--- config.mk ---
export PLATFORM = sky130hd
export DESIGN_NAME = model_scalar_integer_multiplier_arbiter_flat
export DESIGN_NICKNAME = d
export VERILOG_FILES = /design/src/rtl/model_scalar_integer_multiplier_arbiter_if.sv /design/src/rtl/model_scalar_integer_multiplier_arbiter.sv /design/src/flat_wrapper.sv
export SDC_FILE = /design/constraint.sdc
export NUM_CORES = 1
export LEC_CHECK = 0
export CAP_MARGIN = 20
export CELL_PAD_IN_SITES_DETAIL_PLACEMENT = 2
export CELL_PAD_IN_SITES_GLOBAL_PLACEMENT = 2
export CORE_UTILIZATION = 36
export CTS_CLUSTER_DIAMETER = 30
export DETAILED_ROUTE_END_ITERATION = 8
export GPL_TIMING_DRIVEN = 0
export PLACE_DENSITY_LB_ADDON = 0.1
export SLEW_MARGIN = 30
export SYNTH_ARGS = -nofsm -noshare
export SYNTH_HDL_FRONTEND = slang
export SYNTH_SLANG_ARGS = --single-unit
--- constraint.sdc ---
create_clock -name CLK -period 6.6 [get_ports CLK]
set_input_delay 0.99 -clock CLK [delete_from_list [all_inputs] [get_ports CLK]]
set_output_delay 0.99 -clock CLK [all_outputs]
set_load 0.005 [all_outputs]
--- src/rtl/model_scalar_integer_multiplier_arbiter_if.sv ---
// Purpose: bundles the client request/response bus and the shared-multiplier bus of the arbiter.
// Latency: none (wiring only).
// Backpressure: clients see BUSY per slot; a START on a busy slot is dropped by the arbiter.
//
// Ports (slave = arbiter view):
//   START/DATA_A_IN/DATA_B_IN   client requests, client i at [i*DATA_SIZE +: DATA_SIZE]
//   BUSY/READY/DATA_OUT/OVERFLOW_OUT/ERROR_OUT   per-client status and shared result
//   MUL_START/MUL_DATA_A/MUL_DATA_B              request to the shared multiplier
//   MUL_READY/MUL_DATA_OUT/MUL_OVERFLOW          response from the shared multiplier
interface model_scalar_integer_multiplier_arbiter_if #(
    parameter int DATA_SIZE  = 64,
    parameter int REQUESTERS = 4
);
    logic [REQUESTERS-1:0]           START;
    logic [REQUESTERS*DATA_SIZE-1:0] DATA_A_IN;
    logic [REQUESTERS*DATA_SIZE-1:0] DATA_B_IN;
    logic [REQUESTERS-1:0]           BUSY;
    logic [REQUESTERS-1:0]           READY;
    logic [DATA_SIZE-1:0]            DATA_OUT;
    logic                            OVERFLOW_OUT;
    logic                            ERROR_OUT;
    logic                            MUL_START;
    logic [DATA_SIZE-1:0]            MUL_DATA_A;
    logic [DATA_SIZE-1:0]            MUL_DATA_B;
    logic                            MUL_READY;
    logic [DATA_SIZE-1:0]            MUL_DATA_OUT;
    logic                            MUL_OVERFLOW;

    modport master (
        output START, DATA_A_IN, DATA_B_IN, MUL_READY, MUL_DATA_OUT, MUL_OVERFLOW,
        input  BUSY, READY, DATA_OUT, OVERFLOW_OUT, ERROR_OUT,
               MUL_START, MUL_DATA_A, MUL_DATA_B
    );

    modport slave (
        input  START, DATA_A_IN, DATA_B_IN, MUL_READY, MUL_DATA_OUT, MUL_OVERFLOW,
        output BUSY, READY, DATA_OUT, OVERFLOW_OUT, ERROR_OUT,
               MUL_START, MUL_DATA_A, MUL_DATA_B
    );
endinterface

--- src/rtl/model_scalar_integer_multiplier_arbiter.sv ---
// Purpose: round-robin sharing of one scalar multiplier between REQUESTERS clients, with watchdog.
// Latency: START in cycle 0 -> MUL_START cycle 2 -> READY cycle 5 with a 2-cycle multiplier.
// Backpressure: one buffered request per client; START while BUSY is dropped.
//
// Ports: CLK (rising edge), RST (async active-low), bus (slave modport of the arbiter interface).
module model_scalar_integer_multiplier_arbiter #(
    parameter int DATA_SIZE    = 64,
    parameter int CONTROL_SIZE = 64,
    parameter int REQUESTERS   = 4,
    parameter int TIMEOUT      = 16
) (
    input logic CLK,
    input logic RST,
    model_scalar_integer_multiplier_arbiter_if.slave bus
);
    localparam int GW = $clog2(REQUESTERS);

    typedef enum logic [1:0] {S_IDLE, S_ISSUE, S_WAIT, S_RESPOND} state_t;

    state_t                  state_q, state_d;
    logic [REQUESTERS-1:0]   pending_q, pending_d;
    logic [DATA_SIZE-1:0]    buf_a_q [REQUESTERS];
    logic [DATA_SIZE-1:0]    buf_a_d [REQUESTERS];
    logic [DATA_SIZE-1:0]    buf_b_q [REQUESTERS];
    logic [DATA_SIZE-1:0]    buf_b_d [REQUESTERS];
    logic [GW-1:0]           grant_q, grant_d;
    logic [GW-1:0]           last_grant_q, last_grant_d;
    logic [DATA_SIZE-1:0]    mul_a_q, mul_a_d;
    logic [DATA_SIZE-1:0]    mul_b_q, mul_b_d;
    logic [CONTROL_SIZE-1:0] wd_cnt_q, wd_cnt_d;
    logic [DATA_SIZE-1:0]    result_q, result_d;
    logic                    ovf_q, ovf_d;
    logic                    err_q, err_d;

    logic                    pick_vld;
    logic [GW-1:0]           pick_idx;

    // Round-robin pick: first pending slot strictly after last_grant, wrapping.
    // k runs to REQUESTERS so last_grant itself is the lowest-priority candidate.
    always_comb begin
        pick_vld = 1'b0;
        pick_idx = '0;
        for (int k = 1; k <= REQUESTERS; k++) begin
            if (!pick_vld && pending_q[(int'(last_grant_q) + k) % REQUESTERS]) begin
                pick_vld = 1'b1;
                pick_idx = GW'((int'(last_grant_q) + k) % REQUESTERS);
            end
        end
    end

    always_comb begin
        state_d      = state_q;
        pending_d    = pending_q;
        buf_a_d      = buf_a_q;
        buf_b_d      = buf_b_q;
        grant_d      = grant_q;
        last_grant_d = last_grant_q;
        mul_a_d      = mul_a_q;
        mul_b_d      = mul_b_q;
        wd_cnt_d     = wd_cnt_q;
        result_d     = result_q;
        ovf_d        = ovf_q;
        err_d        = err_q;

        // Capture only into free slots; the granted slot stays pending through
        // RESPOND, so a START there cannot collide with the clear below.
        for (int i = 0; i < REQUESTERS; i++) begin
            if (bus.START[i] && !pending_q[i]) begin
                pending_d[i] = 1'b1;
                buf_a_d[i]   = bus.DATA_A_IN[i*DATA_SIZE +: DATA_SIZE];
                buf_b_d[i]   = bus.DATA_B_IN[i*DATA_SIZE +: DATA_SIZE];
            end
        end

        case (state_q)
            S_IDLE: begin
                if (pick_vld) begin
                    grant_d = pick_idx;
                    mul_a_d = buf_a_q[pick_idx];
                    mul_b_d = buf_b_q[pick_idx];
                    state_d = S_ISSUE;
                end
            end
            S_ISSUE: begin
                wd_cnt_d = '0;
                state_d  = S_WAIT;
            end
            S_WAIT: begin
                if (bus.MUL_READY) begin
                    result_d = bus.MUL_DATA_OUT;
                    ovf_d    = bus.MUL_OVERFLOW;
                    err_d    = 1'b0;
                    state_d  = S_RESPOND;
                end else if (wd_cnt_q == CONTROL_SIZE'(TIMEOUT - 1)) begin
                    // Multiplier never answered: report a zero product flagged as error.
                    result_d = '0;
                    ovf_d    = 1'b0;
                    err_d    = 1'b1;
                    state_d  = S_RESPOND;
                end else begin
                    wd_cnt_d = wd_cnt_q + CONTROL_SIZE'(1);
                end
            end
            S_RESPOND: begin
                pending_d[grant_q] = 1'b0;
                last_grant_d       = grant_q;
                state_d            = S_IDLE;
            end
            default: state_d = S_IDLE;
        endcase
    end

    always_ff @(posedge CLK or negedge RST) begin
        if (!RST) begin
            state_q      <= S_IDLE;
            pending_q    <= '0;
            for (int i = 0; i < REQUESTERS; i++) begin
                buf_a_q[i] <= '0;
                buf_b_q[i] <= '0;
            end
            grant_q      <= '0;
            last_grant_q <= GW'(REQUESTERS - 1);
            mul_a_q      <= '0;
            mul_b_q      <= '0;
            wd_cnt_q     <= '0;
            result_q     <= '0;
            ovf_q        <= 1'b0;
            err_q        <= 1'b0;
        end else begin
            state_q      <= state_d;
            pending_q    <= pending_d;
            buf_a_q      <= buf_a_d;
            buf_b_q      <= buf_b_d;
            grant_q      <= grant_d;
            last_grant_q <= last_grant_d;
            mul_a_q      <= mul_a_d;
            mul_b_q      <= mul_b_d;
            wd_cnt_q     <= wd_cnt_d;
            result_q     <= result_d;
            ovf_q        <= ovf_d;
            err_q        <= err_d;
        end
    end

    assign bus.BUSY         = pending_q;
    assign bus.READY        = (state_q == S_RESPOND) ? (REQUESTERS'(1) << grant_q) : '0;
    assign bus.DATA_OUT     = result_q;
    assign bus.OVERFLOW_OUT = ovf_q;
    assign bus.ERROR_OUT    = err_q;
    assign bus.MUL_START    = (state_q == S_ISSUE);
    assign bus.MUL_DATA_A   = mul_a_q;
    assign bus.MUL_DATA_B   = mul_b_q;
endmodule

--- src/flat_wrapper.sv ---
// flat-port wrapper written by rule: the top's interface ports become plain ports
module model_scalar_integer_multiplier_arbiter_flat 
#(
    parameter int DATA_SIZE    = 64,
    parameter int CONTROL_SIZE = 64,
    parameter int REQUESTERS   = 4,
    parameter int TIMEOUT      = 16
)
  (CLK, RST, bus_START, bus_DATA_A_IN, bus_DATA_B_IN, bus_MUL_READY, bus_MUL_DATA_OUT, bus_MUL_OVERFLOW, bus_BUSY, bus_READY, bus_DATA_OUT, bus_OVERFLOW_OUT, bus_ERROR_OUT, bus_MUL_START, bus_MUL_DATA_A, bus_MUL_DATA_B);
  model_scalar_integer_multiplier_arbiter_if #(.DATA_SIZE(DATA_SIZE), .REQUESTERS(REQUESTERS)) bus_i ();
  input logic CLK;
  input logic RST;
  input wire logic [$bits(bus_i.START)-1:0] bus_START;
  input wire logic [$bits(bus_i.DATA_A_IN)-1:0] bus_DATA_A_IN;
  input wire logic [$bits(bus_i.DATA_B_IN)-1:0] bus_DATA_B_IN;
  input wire logic [$bits(bus_i.MUL_READY)-1:0] bus_MUL_READY;
  input wire logic [$bits(bus_i.MUL_DATA_OUT)-1:0] bus_MUL_DATA_OUT;
  input wire logic [$bits(bus_i.MUL_OVERFLOW)-1:0] bus_MUL_OVERFLOW;
  output wire logic [$bits(bus_i.BUSY)-1:0] bus_BUSY;
  output wire logic [$bits(bus_i.READY)-1:0] bus_READY;
  output wire logic [$bits(bus_i.DATA_OUT)-1:0] bus_DATA_OUT;
  output wire logic [$bits(bus_i.OVERFLOW_OUT)-1:0] bus_OVERFLOW_OUT;
  output wire logic [$bits(bus_i.ERROR_OUT)-1:0] bus_ERROR_OUT;
  output wire logic [$bits(bus_i.MUL_START)-1:0] bus_MUL_START;
  output wire logic [$bits(bus_i.MUL_DATA_A)-1:0] bus_MUL_DATA_A;
  output wire logic [$bits(bus_i.MUL_DATA_B)-1:0] bus_MUL_DATA_B;
  assign bus_i.START = bus_START;
  assign bus_i.DATA_A_IN = bus_DATA_A_IN;
  assign bus_i.DATA_B_IN = bus_DATA_B_IN;
  assign bus_i.MUL_READY = bus_MUL_READY;
  assign bus_i.MUL_DATA_OUT = bus_MUL_DATA_OUT;
  assign bus_i.MUL_OVERFLOW = bus_MUL_OVERFLOW;
  assign bus_BUSY = bus_i.BUSY;
  assign bus_READY = bus_i.READY;
  assign bus_DATA_OUT = bus_i.DATA_OUT;
  assign bus_OVERFLOW_OUT = bus_i.OVERFLOW_OUT;
  assign bus_ERROR_OUT = bus_i.ERROR_OUT;
  assign bus_MUL_START = bus_i.MUL_START;
  assign bus_MUL_DATA_A = bus_i.MUL_DATA_A;
  assign bus_MUL_DATA_B = bus_i.MUL_DATA_B;
  model_scalar_integer_multiplier_arbiter #(.DATA_SIZE(DATA_SIZE), .CONTROL_SIZE(CONTROL_SIZE), .REQUESTERS(REQUESTERS), .TIMEOUT(TIMEOUT)) u_core (.CLK(CLK), .RST(RST), .bus(bus_i));
endmodule
======== After elaboration in Yosys (flattened, before gate mapping) ========
Index checks and enable logic that the tools add are counted.
cells by class
  $add $sub $neg .......................... 5
  $mul .................................... 0
  divide/modulo/power cells ............... 0
  $lt $le $gt $ge ......................... 7
  equality and inequality tests ........... 8
  shift-type cells ........................ 1
  mux-type cells .......................... 47
  bitwise gates (word level) .............. 7
  reductions and logical operators ........ 26
operators with widths
  kind                                                        count
  2-to-1 mux 64 bit                                           8
  binary-select mux 64 bit (select 2 bit)                     2
  one-hot mux 64 bit (2 select lines)                         1
  adder 64 x 1 -> 64 bit, second input constant               1
  equality test 64 x 4 -> 1 bit, second input constant        1
  2-to-1 mux 1 bit                                            21
  less-than comparator 3 x 4 -> 1 bit, second input constant  4
  2-to-1 mux 2 bit                                            7
  binary-select mux 1 bit (select 2 bit)                      4
  logical AND 1 bit                                           8
  2-to-1 mux 4 bit                                            2
  one-hot mux 2 bit (4 select lines)                          1
  OR reduction 2 bit                                          4
  logical NOT 1 bit                                           7
  AND reduction 2 bit                                         3
  adder 2 x 1 -> 2 bit, second input constant                 2
  adder 2 bit, second input constant                          2
  bitwise AND 1 bit, first input constant                     4
  bitwise AND 4 bit                                           1
  equality test 2 bit, second input constant                  2
  != test 2 bit, second input constant                        2
  NOT 4 bit                                                   1
  nonzero test 2 bit                                          2
  << shifter 1 x 2 -> 4 bit, first input constant             1
  other kinds (10)                                            10
word-level totals
  flip-flop bits (word level) ............. 780
  latch bits .............................. 0
  memory bits (writable) .................. 0
  ROM bits ................................ 0
  input port bits ......................... 584
  output and inout port bits .............. 203
  logic and storage cells ................. 119
  memories kept ........................... 0

======== Longest topological paths before layout ========
Gate-level depths: netlist of the first run.
  depth after elaboration ................. 20
  mapped depth ............................ 9
  gate-level depth less buffers ........... 7

======== Worst setup path before layout of the first run ========
Ideal clock, no wire load.
  kind .................................... input port to flip-flop
  start point ............................. in bus_MUL_READY
  end point ............................... reg u_core.wd_cnt_q[50]
  library setup time ...................... 0.078 ns
  data arrival time ....................... 2.593 ns
  required time ........................... 6.522 ns
  setup slack ............................. 3.929 ns
  stages .................................. 6
  path buffers ............................ 1
  cells stage by stage .................... and4b_1 > nand4_1 > or4b_1 > buf_2 > or3_1 > a21oi_1
between the ends
  cells in the longest elaborated chain, start to end .. 2
ends and longest elaborated chain
  element                               line                                            text
  from (decl)                           flat_wrapper.sv:16                              input wire logic [$bits(bus_i.MUL_READY)-1:0] bus_MUL_READY;
  != test 2 bit (no source line)        -
  AND reduction 3 bit (no source line)  -
  to (signal assigned)                  model_scalar_integer_multiplier_arbiter.sv:138  wd_cnt_q <= wd_cnt_d;
  to (decl)                             model_scalar_integer_multiplier_arbiter.sv:30   logic [CONTROL_SIZE-1:0] wd_cnt_q, wd_cnt_d;
Every way passes these cells.
A chain may end at the register's enable or synchronous reset.

======== Worst setup path in the final report of the first run ========
  start point ............................. reg u_core.pending_q[3], in the netlist u_core.bus.BUSY[3]
  end point ............................... reg u_core.mul_b_q[58], in the netlist u_core.bus.MUL_DATA_B[58]
between the ends
  cells in the longest elaborated chain, start to end .. 17
  elaborated cells on any way between the ends .. 31
  classes of those cells .................. 23 x mux; 1 x bitwise; 7 x reduce/logical
ends and longest elaborated chain
  element                                                line                                            text
  from (decl)                                            model_scalar_integer_multiplier_arbiter.sv:21   logic [REQUESTERS-1:0] pending_q, pending_d;
  from (signal assigned)                                 model_scalar_integer_multiplier_arbiter.sv:131  pending_q <= pending_d;
  binary-select mux 1 bit (select 2 bit)                 model_scalar_integer_multiplier_arbiter.sv:44   if (!pick_vld && pending_q[(int'(last_grant_q) + k) % REQUESTERS]) begin
  2-to-1 mux 1 bit (not written as such) (2 in series)   model_scalar_integer_multiplier_arbiter.sv:44
  2-to-1 mux 1 bit                                       model_scalar_integer_multiplier_arbiter.sv:44
  logical NOT 1 bit                                      model_scalar_integer_multiplier_arbiter.sv:44
  logical AND 1 bit                                      model_scalar_integer_multiplier_arbiter.sv:44
  2-to-1 mux 1 bit                                       model_scalar_integer_multiplier_arbiter.sv:44
  logical NOT 1 bit                                      model_scalar_integer_multiplier_arbiter.sv:44
  logical AND 1 bit                                      model_scalar_integer_multiplier_arbiter.sv:44
  2-to-1 mux 1 bit                                       model_scalar_integer_multiplier_arbiter.sv:44
  logical NOT 1 bit                                      model_scalar_integer_multiplier_arbiter.sv:44
  logical AND 1 bit                                      model_scalar_integer_multiplier_arbiter.sv:44
  2-to-1 mux 2 bit                                       model_scalar_integer_multiplier_arbiter.sv:44
  NOT 2 -> 3 bit (not written as such)                   model_scalar_integer_multiplier_arbiter.sv:80   mul_b_d = buf_b_q[pick_idx];
  binary-select mux 64 bit (select 2 bit)                model_scalar_integer_multiplier_arbiter.sv:80
  2-to-1 mux 64 bit (not written as such) (2 in series)  model_scalar_integer_multiplier_arbiter.sv:80
  to (signal assigned)                                   model_scalar_integer_multiplier_arbiter.sv:137  mul_b_q <= mul_b_d;
  to (decl)                                              model_scalar_integer_multiplier_arbiter.sv:29   logic [DATA_SIZE-1:0] mul_b_q, mul_b_d;
Parallel ways exist; a longest one is shown, timed or not. The select of a mux whose other input is x is not followed.

==> results of run 1 <==
## power groups by stage
stage / logic, mW / registers (mW) / clock network (mW)
2_1_floorplan: 5.28 / 7.94 / 0
3_3_place_gp: 8.74 / 8.23 / 0
3_5_place_dp: 9.17 / 8.35 / 0
4_1_cts: 9.63 / 8.54 / 10.7
5_1_grt: 10.1 / 8.76 / 10.9
6_report: 9.62 / 8.61 / 10.6
## cell usage in the layout, fill, tap and decap left out, drive strengths merged, types with 4 or more instances in the layout
cell	count
xor2	10
ha	6
nor4	24
and3	13
nand2b	7
o21ai	26
o221ai	128
or4	20
nor3	7
nand3	32
nor2	36
nor2b	7
mux2i	261
inv	22
nand4	25
a22o	65
clkbuf	379
mux2	513
o31ai	15
xnor2	6
a21oi	38
buf	46
and2	4
nand2	163
clkdlybuf4s50	785
bufinv	40
dfrtp	778
and4	6
diode	61
clkinv	46
clkinvlp	14
or3	19
## final timing paths
check	start	to	cells past startpoint
min	u_core.bus.MUL_DATA_A[6]	u_core.bus.MUL_DATA_A[6]	2
max	u_core.bus.BUSY[3]	u_core.bus.MUL_DATA_B[58]	7
min reg2reg	u_core.bus.MUL_DATA_A[6]	u_core.bus.MUL_DATA_A[6]	2
max in group asynchronous	RST	u_core.buf_a_q[14]	5
min in group asynchronous	RST	u_core.buf_b_q[54]	2
max reg2reg	u_core.bus.BUSY[3]	u_core.bus.MUL_DATA_B[58]	7
## logic make-up (layout without fill, tap and decap cells)
group,count (synthesis),count (layout),synth area share (%)
multiplexers,774,774,25.5
buffers and inverters,177,1333,2.11
other,0,61,0
adder cells (fa/ha/maj),6,6,0.228
AO/OA/AOI/OAI,289,289,6.86
XOR/XNOR,16,16,0.426
flip-flops,780,780,59.4
AND/OR/NAND/NOR,367,367,5.52
## synth_stat cells (10+ instances only)
master / n / area share [%]
inv_1: 12 / 0.14
nand4_1: 24 / 0.46
dfrtp_1: 778 / 59
clkbuf_1: 128 / 1.5
nand3_1: 32 / 0.49
or4_1: 19 / 0.43
o31ai_1: 15 / 0.34
buf_1: 14 / 0.16
xor2_1: 10 / 0.27
a22o_1: 65 / 1.7
nand2_1: 163 / 1.9
o221ai_1: 128 / 3.4
mux2i_1: 261 / 7.9
mux2_2: 513 / 18
o21ai_0: 22 / 0.33
nor4_1: 24 / 0.46
a21oi_1: 38 / 0.58
and3_1: 13 / 0.25
nor2_1: 36 / 0.41
buf_2: 23 / 0.35
or3_1: 17 / 0.32
## routing by layer
metal	track usage (%)	share of wire (%)	vias up
met2	57.8	51	945
met5	0	0.23	-
li1	-	-	11042
met4	16.8	4.9	50
met3	10.1	6.4	383
met1	36.5	37	13977
## worst register-to-register path: cells and delay by family, from the launching register on
family                 cells  cell delay (ns)
buffers and inverters      3             1.56
AO/OA/AOI/OAI              3             0.94
flip-flops                 1             0.49
multiplexers               1             0.33
## stage by stage
stage / util, % / worst slack, ns
3_5_place_dp: 47.1 / 2.97
3_3_place_gp: 46.8 / -30.42
2_1_floorplan: - / 3.93
5_1_grt: 55.2 / 2.99
6_report: 55.2 / 3.07
4_1_cts: 55.0 / 2.97
## registers in the layout, summed over array words and instances, names as in the netlist
signal                   count
u_core.buf_a_q             256
u_core.bus.DATA_OUT         64
u_core.bus.BUSY              4
u_core.bus.MUL_DATA_B       64
u_core.state_q               2
u_core.wd_cnt_q             64
u_core.bus.ERROR_OUT         1
u_core.buf_b_q             256
u_core.bus.MUL_DATA_A       64
u_core.grant_q               2
u_core.bus.OVERFLOW_OUT      1
u_core.last_grant_q          2
## final cells by class
cell class / count / area, µm² / area share [%]
clock buffers: 250 / 5460 / 11.0
clock inverters: 110 / 1670 / 3.34
multi-input cells: 1452 / 12700 / 25.5
plain buffers: 165 / 662 / 1.33
flip-flops and latches: 780 / 19500 / 39.2
repair buffers: 796 / 8140 / 16.4
inverters: 12 / 45.0 / 0.0905
diodes: 61 / 153 / 0.307
well taps: 1176 / 1470 / 2.95
## timing repair
item / in CTS / in global routing
hold buffers: 1 / 0
buffers inserted: 0 / 0
endpoints found under the hold margin: 2 / 0
resized for setup: 0 / 0
==> flow_metrics.env, run 1 <==
export IMPL_r2r_slack_ns=3.07
export IMPL_cts_buffer_depth=3
export IMPL_p_comb_share_pct=33.4
export IMPL_area_growth_pct=51.4
export IMPL_worst_slew_pin_slew_ns=0.960
export IMPL_finalSetupViolations=0
export IMPL_root_buffer="clkbuf_16"
export IMPL_hold_path_class="flop to flop"
export IMPL_gr_usage_all_layers_pct=33.2
export IMPL_cap_viol_max_count=0
export IMPL_finalSetupTns_ns=0
export IMPL_start_kind="flop"
export IMPL_grt_overflow_total=0
export IMPL_synth_area_mm2=0.0329
export IMPL_dieArea_mm2=0.0926
export IMPL_port_buffers=786
export IMPL_synth_ff_type="dfrtp_1"
export IMPL_via_per_inst=5.50
export IMPL_wire_per_inst_um=32.9
export IMPL_fp_dieW_um=304
export IMPL_clkSinkCount=780
export IMPL_synth_seq_cells=780
export IMPL_dp_cells=4380
export IMPL_core_area_mm2=0.0903
export IMPL_cts_tree="done"
export IMPL_gp_congestion=0.868
export IMPL_hpwl_um=101000
export IMPL_p_sw_share_pct=34.2
export IMPL_placedInstanceArea_mm2=0.0425
export IMPL_p_int_mw=19.0
export IMPL_hold_violations=0
export IMPL_cp_end_kind="flop"
export IMPL_num_rows=110
export IMPL_grt_pass1_vias=31135
export IMPL_drive_gt1_share_pct=25.3
export IMPL_grt_max_degree=135
export IMPL_cts_max_level=4
export IMPL_ant_nets=0
export IMPL_worstSetupPathType="flop to flop"
export IMPL_clockPowerShare_pct=36.7
export IMPL_io_pin_count=787
export IMPL_wirelength_um=158000
export IMPL_crit_fanout=10
export IMPL_nets=3991
export IMPL_clk_pin_slew_ns=0.05
export IMPL_grt_pass1_wl_um=225000
export IMPL_firstDrtPassIters=5
export IMPL_max_slew_margin_rel_pct=36.0
export IMPL_ys_seq_area_share_pct=59.4
export IMPL_status="complete, no violations"
export IMPL_antenna_found_initial=86
export IMPL_maxSlewViolCount=0
export IMPL_async_flop_share_pct=100
export IMPL_arrival_ns=4.11
export IMPL_power_mw=28.8
export IMPL_clkLatencyLatePin_ns=0.79
export IMPL_crit_family="buffers and inverters"
export IMPL_fillCellCount=8149
export IMPL_fmax_mhz=283
export IMPL_clock_skew_ns=0.0322
export IMPL_crit_path_top_delay_cell="buf_1"
export IMPL_holdWs_ns=0.494
export IMPL_ys_types=47
export IMPL_slowest_delay_ns=0.78
export IMPL_final_area_mm2=0.0498
export IMPL_syn_instance_count=2409
export IMPL_synth_warnings=0
export IMPL_syn_nets=2999
export IMPL_drc=0
export IMPL_fin_crit_sh_pct=53.5
export IMPL_start_util_pct=36.4
export IMPL_finalCriticalPeriod_ns=3.53
export IMPL_power_switching_mw=9.86
export IMPL_worstPathCellList="inv_1 > o22ai_1 > a221oi_1 > clkbuf_2 > buf_1 > mux2i_1 > o221ai_1"
export IMPL_crit_buf_inv=3
export IMPL_worstPathRequired_ns=7.18
export IMPL_drt_iter0_drc=1316
export IMPL_leakagePower_nw=21.3
export IMPL_vdd_drop_max_mv=0.470
export IMPL_numCtsBuffers=194
export IMPL_power_frac_seq_pct=29.9
export IMPL_p_per_area_mw_per_mm2=579
export IMPL_rsz0062_at_grt="false"
export IMPL_final_cells=4802
export IMPL_synth_edf_count=0
export IMPL_avgSynthCellArea_um2=13.7
export IMPL_num_vias=26397
export IMPL_die_y_um=304
Note: power is estimated with default switching activity, not from simulation.
==> run 2, diff against run 1 <==
CORE_UTILIZATION = 34   (was 36)
clock period = 3.6 ns   (was 6.6 ns; I/O delays follow)
==> run 2 against run 1 <==
Compared with the run above:
- flip-flop and latch count did not move
- wire length fell by 6.5%
- sequential share of layout area down 0.20 points
- worst setup slack worse by 2.9 ns
- design area up 0.51%
- core utilization shrank 2.7 points
- final cell count rose by 2.1%
- clock power rose by 81%
- maximum frequency up 2.1%
- critical path type unchanged
- critical endpoint is now u_core.bus.MUL_DATA_B[40]
- largest cell class unchanged
==> flow_metrics.env, run 2 (same netlist as run 1, synthesis figures left out) <==
export IMPL_status="complete, no violations"
export IMPL_worst_slack_ns=0.144
export IMPL_drive_gt1_share_pct=25.4
export IMPL_nets=4002
export IMPL_worstPathCellList="inv_1 > o22ai_1 > a221oi_1 > clkbuf_2 > buf_1 > buf_4 > mux2i_1 > o221ai_1"
export IMPL_fmax_mhz=289
export IMPL_fin_util_pct=52.4
export IMPL_finalSetupTns_ns=0
export IMPL_hold_path_class="input pin to asynchronous set/reset pin"
export IMPL_crit_path_top_delay_cell="clkbuf_2"
export IMPL_core_area_mm2=0.0954
export IMPL_rsz0062_at_grt="false"
export IMPL_place_ws_ns=0.0995
export IMPL_grt_max_degree=130
export IMPL_power_mw=52.0
export IMPL_leakagePower_nw=21.4
export IMPL_die_y_um=313
export IMPL_max_slew_margin_rel_pct=45.0
export IMPL_drt_iter0_drc=1095
export IMPL_num_vias=25927
export IMPL_vdd_drop_max_mv=0.551
export IMPL_root_buffer="clkbuf_16"
export IMPL_area_growth_pct=52.2
export IMPL_final_cell_mix="clkdlybuf4s50_1 (785), dfrtp_1 (778), mux2_2 (513), mux2i_1 (261), clkbuf_16 (209)"
export IMPL_firstDrtPassIters=5
export IMPL_wire_per_inst_um=30.1
export IMPL_gp_congestion=0.867
export IMPL_start_kind="flop"
export IMPL_worstSetupPathType="flop to flop"
export IMPL_worstPathRequired_ns=4.20
export IMPL_cts_buffer_depth=3
export IMPL_clkLatencyLatePin_ns=0.78
export IMPL_slowest_delay_ns=0.69
export IMPL_grt_pass1_wl_um=212000
export IMPL_clk_pin_slew_ns=0.04
export IMPL_fin_crit_sh_pct=96.0
export IMPL_clkSinkCount=780
export IMPL_cp_end_kind="flop"
export IMPL_cap_viol_max_count=0
export IMPL_antenna_found_initial=73
export IMPL_final_common_cell="clkdlybuf4s50_1"
export IMPL_cts_setup_buffers=0
export IMPL_io_pin_count=787
export IMPL_dieArea_mm2=0.0980
export IMPL_via_per_inst=5.29
export IMPL_finalSetupViolations=0
export IMPL_top_regs="u_core.buf_a_q (256), u_core.buf_b_q (256)"
export IMPL_ant_nets=0
export IMPL_fp_dieW_um=313
export IMPL_maxSlewViolCount=0
export IMPL_grt_pass1_vias=30993
export IMPL_hpwl_um=102000
export IMPL_cts_max_level=4
export IMPL_num_rows=113
export IMPL_wirelength_um=148000
export IMPL_port_buffers=786
export IMPL_crit_fanout=10
export IMPL_worst_slew_pin_slew_ns=0.825
export IMPL_hold_violations=0
export IMPL_gr_usage_all_layers_pct=29.5
export IMPL_grt_overflow_total=0
export IMPL_p_per_area_mw_per_mm2=1040
export IMPL_numCtsBuffers=203
export IMPL_finalCriticalPeriod_ns=3.46
export IMPL_cts_tree="done"
export IMPL_start_util_pct=34.5
export IMPL_clock_skew_ns=0.0265
export IMPL_drc=0
export IMPL_arrival_ns=4.06
## run 2: cell count changes in the layout (fill, tap and decap cells not counted), sizes merged
| cell | change |
|---|---|
| buf | +1 |
| bufinv | -9 |
| clkbuf | +37 |
| clkinv | -1 |
| clkinvlp | -3 |
| diode | -7 |
| inv | -5 |
## run 2: path summary, 6_finish.rpt
path                                      startpoint                         to  slack (ns)  cells after the start
min                                              RST         u_core.buf_b_q[59]        0.33                      2
min in group CLK                  bus_DATA_A_IN[243]         u_core.buf_a_q[51]        0.38                      2
max                               u_core.bus.BUSY[3]  u_core.bus.MUL_DATA_B[40]        0.14                      8
max in group asynchronous                        RST        u_core.buf_a_q[170]        1.65                      4
min reg2reg                u_core.bus.MUL_DATA_B[42]  u_core.bus.MUL_DATA_B[42]        0.49                      2
max reg2reg                       u_core.bus.BUSY[3]  u_core.bus.MUL_DATA_B[40]        0.14                      8
## run 2: power by group
group          switching, mW  total [mW]  leakage (nW)  internal [mW]
sequential              2.65        15.5          9.61           12.9
clock                   5.69        19.2          3.56           13.5
combinational           8.77        17.2          8.25           8.47
## run 2: layout make-up
type,instances,area (µm²)
clock buffer,286,5940
antenna,54,135
fill,8932,45400
inverter,12,45.0
sequential,780,19500
tap,1265,1580
multi-input combinational,1452,12700
buffer,165,663
clock inverter,92,1310
timing repair buffer,798,8180
## run 2: what timing repair did
item / CTS / global route
hold buffers: 1 / 0
endpoints found under the setup margin: 0 / 14
hold endpoints to repair: 92 / 0
gates resized for setup: 0 / 4
## run 2: critical path: cells and delay by family, from the launching register on
| family | cells | cell delay (ns) |
|---|---|---|
| buffers and inverters | 4 | 1.56 |
| AO/OA/AOI/OAI | 3 | 0.93 |
| flip-flops | 1 | 0.49 |
| multiplexers | 1 | 0.31 |
## run 2: per-layer routing
| layer | global-route usage, % | wire length [µm] |
|---|---|---|
| met5 | 0 | 398 |
| met4 | 13.8 | 5840 |
| met3 | 9.10 | 9610 |
| met2 | 51.5 | 76400 |
| met1 | 32.8 | 55400 |
## run 2: metrics by stage
stage | cells | area (µm²) | hold slack (ns)
floorplan | 2409 | 32900 | 0.244
global route | 4893 | 50000 | 0.353
finish | 4904 | 50100 | 0.335
CTS | 4850 | 49900 | 0.338
detailed placement | 4471 | 42700 | 0.476
global placement | 4460 | 42300 | 0.468
==> run 3, diff against run 2 <==
CORE_MARGIN = 2   (was unset)
==> run 3 against run 2 <==
Compared with the run above:
- global-route usage fell by 0.57 points
- combinational power barely moved
- wire length fell by 0.87%
- critical endpoint is now u_core.bus.MUL_DATA_B[45]
- largest power group unchanged
==> flow_metrics.env, run 3 (same netlist as run 1, synthesis figures left out) <==
export IMPL_status="complete, no violations"
export IMPL_maxSlewViolCount=0
export IMPL_worstPathCellList="inv_1 > o22ai_1 > a221oi_2 > clkbuf_2 > clkdlybuf4s15_1 > mux2i_1 > o221ai_1"
export IMPL_rsz0062_at_grt="false"
export IMPL_start_util_pct=34.2
export IMPL_seq_area_mm2=0.0195
export IMPL_drt_iter0_drc=1281
export IMPL_worstSetupPathType="flop to flop"
export IMPL_final_common_cell="clkdlybuf4s50_1"
export IMPL_wire_per_inst_um=29.8
export IMPL_cp_end_kind="flop"
export IMPL_cts_setup_buffers=0
export IMPL_cts_buffer_depth=3
export IMPL_ant_nets=0
export IMPL_nets=4002
export IMPL_gp_congestion=0.916
export IMPL_crit_fanout=10
export IMPL_via_per_inst=5.25
export IMPL_fin_util_pct=52.0
export IMPL_worst_slew_pin_slew_ns=0.933
export IMPL_r2r_slack_ns=0.21
export IMPL_cts_tree="done"
export IMPL_drc=0
export IMPL_clkSinkCount=780
export IMPL_port_buffers=786
export IMPL_final_area_mm2=0.0501
export IMPL_core_area_mm2=0.0963
export IMPL_dieArea_mm2=0.0992
export IMPL_crit_family="buffers and inverters"
export IMPL_top_regs="u_core.buf_a_q (256), u_core.buf_b_q (256)"
export IMPL_drive_gt1_share_pct=25.5
export IMPL_clk_pin_slew_ns=0.04
export IMPL_clock_skew_ns=0.0319
export IMPL_placedInstanceArea_mm2=0.0427
export IMPL_p_per_area_mw_per_mm2=1040
export IMPL_holdWs_ns=0.378
export IMPL_antenna_found_initial=85
export IMPL_die_y_um=315
export IMPL_slowest_delay_ns=0.80
export IMPL_num_rows=114
export IMPL_finalSetupViolations=0
export IMPL_vdd_drop_max_mv=0.480
export IMPL_final_cell_mix="clkdlybuf4s50_1 (785), dfrtp_1 (778), mux2_2 (513), mux2i_1 (261), clkbuf_16 (206)"
export IMPL_numCtsBuffers=203
export IMPL_crit_buf_inv=3
export IMPL_fin_crit_sh_pct=94.3
export IMPL_start_kind="flop"
export IMPL_max_slew_margin_rel_pct=37.8
export IMPL_crit_path_top_delay_cell="clkdlybuf4s15_1"
export IMPL_firstDrtPassIters=4
export IMPL_area_growth_pct=52.3
export IMPL_final_cells=4908
export IMPL_grt_overflow_total=0
export IMPL_grt_max_degree=131
export IMPL_hold_violations=0
export IMPL_r2r_start="u_core.bus.BUSY[3]"
export IMPL_io_pin_count=787
export IMPL_grt_pass1_wl_um=210000
export IMPL_leakagePower_nw=21.5
export IMPL_multiInputGateArea_mm2=0.0127
export IMPL_gr_usage_all_layers_pct=29.0
export IMPL_fillCellCount=8987
export IMPL_clkLatencyLatePin_ns=0.77
export IMPL_power_mw=51.9
export IMPL_finalCriticalPeriod_ns=3.39
export IMPL_num_vias=25747
export IMPL_r2r_end="u_core.bus.MUL_DATA_B[45]"
export IMPL_fp_dieW_um=315
export IMPL_fmax_mhz=295
export IMPL_cap_viol_max_count=0
export IMPL_grt_pass1_vias=30245
export IMPL_hold_path_class="input pin to asynchronous set/reset pin"
export IMPL_root_buffer="clkbuf_16"
export IMPL_dp_cells=4482
export IMPL_worstPathRequired_ns=4.18
export IMPL_hpwl_um=103000
export IMPL_wirelength_um=146000
export IMPL_cts_max_level=4
export IMPL_arrival_ns=3.98
export IMPL_ff2ff_path_depth=7
[run 3: final cells by class]
| cell class | instances | share of cell area (%) |
|---|---|---|
| sequential | 780 | 39.0 |
| multi-input combinational | 1452 | 25.3 |
| timing repair buffer | 798 | 16.3 |
| clock buffer | 285 | 11.9 |
| tap | 1276 | 3.19 |
| clock inverter | 89 | 2.62 |
| buffer | 165 | 1.33 |
| antenna | 51 | 0.255 |
| inverter | 12 | 0.0899 |
[run 3: routing by layer]
| layer | up-vias | share of wire, % | GRT usage [%] |
|---|---|---|---|
| met5 | - | 0.31 | 0 |
| met2 | 833 | 52 | 50.2 |
| met3 | 314 | 7.0 | 9.88 |
| met4 | 72 | 3.4 | 11.7 |
| li1 | 11040 | - | - |
| met1 | 13488 | 38 | 32.6 |
[run 3: power by group]
group	internal, mW	switching [mW]
clock	13.7	5.61
combinational	8.46	8.68
sequential	12.9	2.61
[run 3: worst max-delay path by stage]
stage                  startpoint                         to  slack (ns)  cells after the start
5_1_grt        u_core.bus.BUSY[3]  u_core.bus.MUL_DATA_B[30]        0.03                      7
3_5_place_dp   u_core.bus.BUSY[3]  u_core.bus.MUL_DATA_B[45]       -0.11                      7
3_3_place_gp                  RST        u_core.buf_b_q[130]      -33.39                      1
2_1_floorplan   u_core.state_q[0]        u_core.wd_cnt_q[50]        1.19                      8
6_report       u_core.bus.BUSY[3]  u_core.bus.MUL_DATA_B[45]        0.21                      7
4_1_cts        u_core.bus.BUSY[3]  u_core.bus.MUL_DATA_B[45]        0.11                      7
[run 3: timing repair]
| action | 4_1_cts | 5_1_grt |
|---|---|---|
| hold endpoints to repair | 91 | 0 |
| setup endpoints to repair | 22 | 0 |
| gates resized for setup | 3 | 0 |
| hold buffers | 1 | 0 |
[run 3: stage by stage]
step | TNS (ns) | setup slack, ns
finish | 0 | 0.206
global placement | - | -33.39
global route | 0 | 0.0266
floorplan | 0 | 1.19
CTS | 0 | 0.113
detailed placement | -0.302 | -0.109
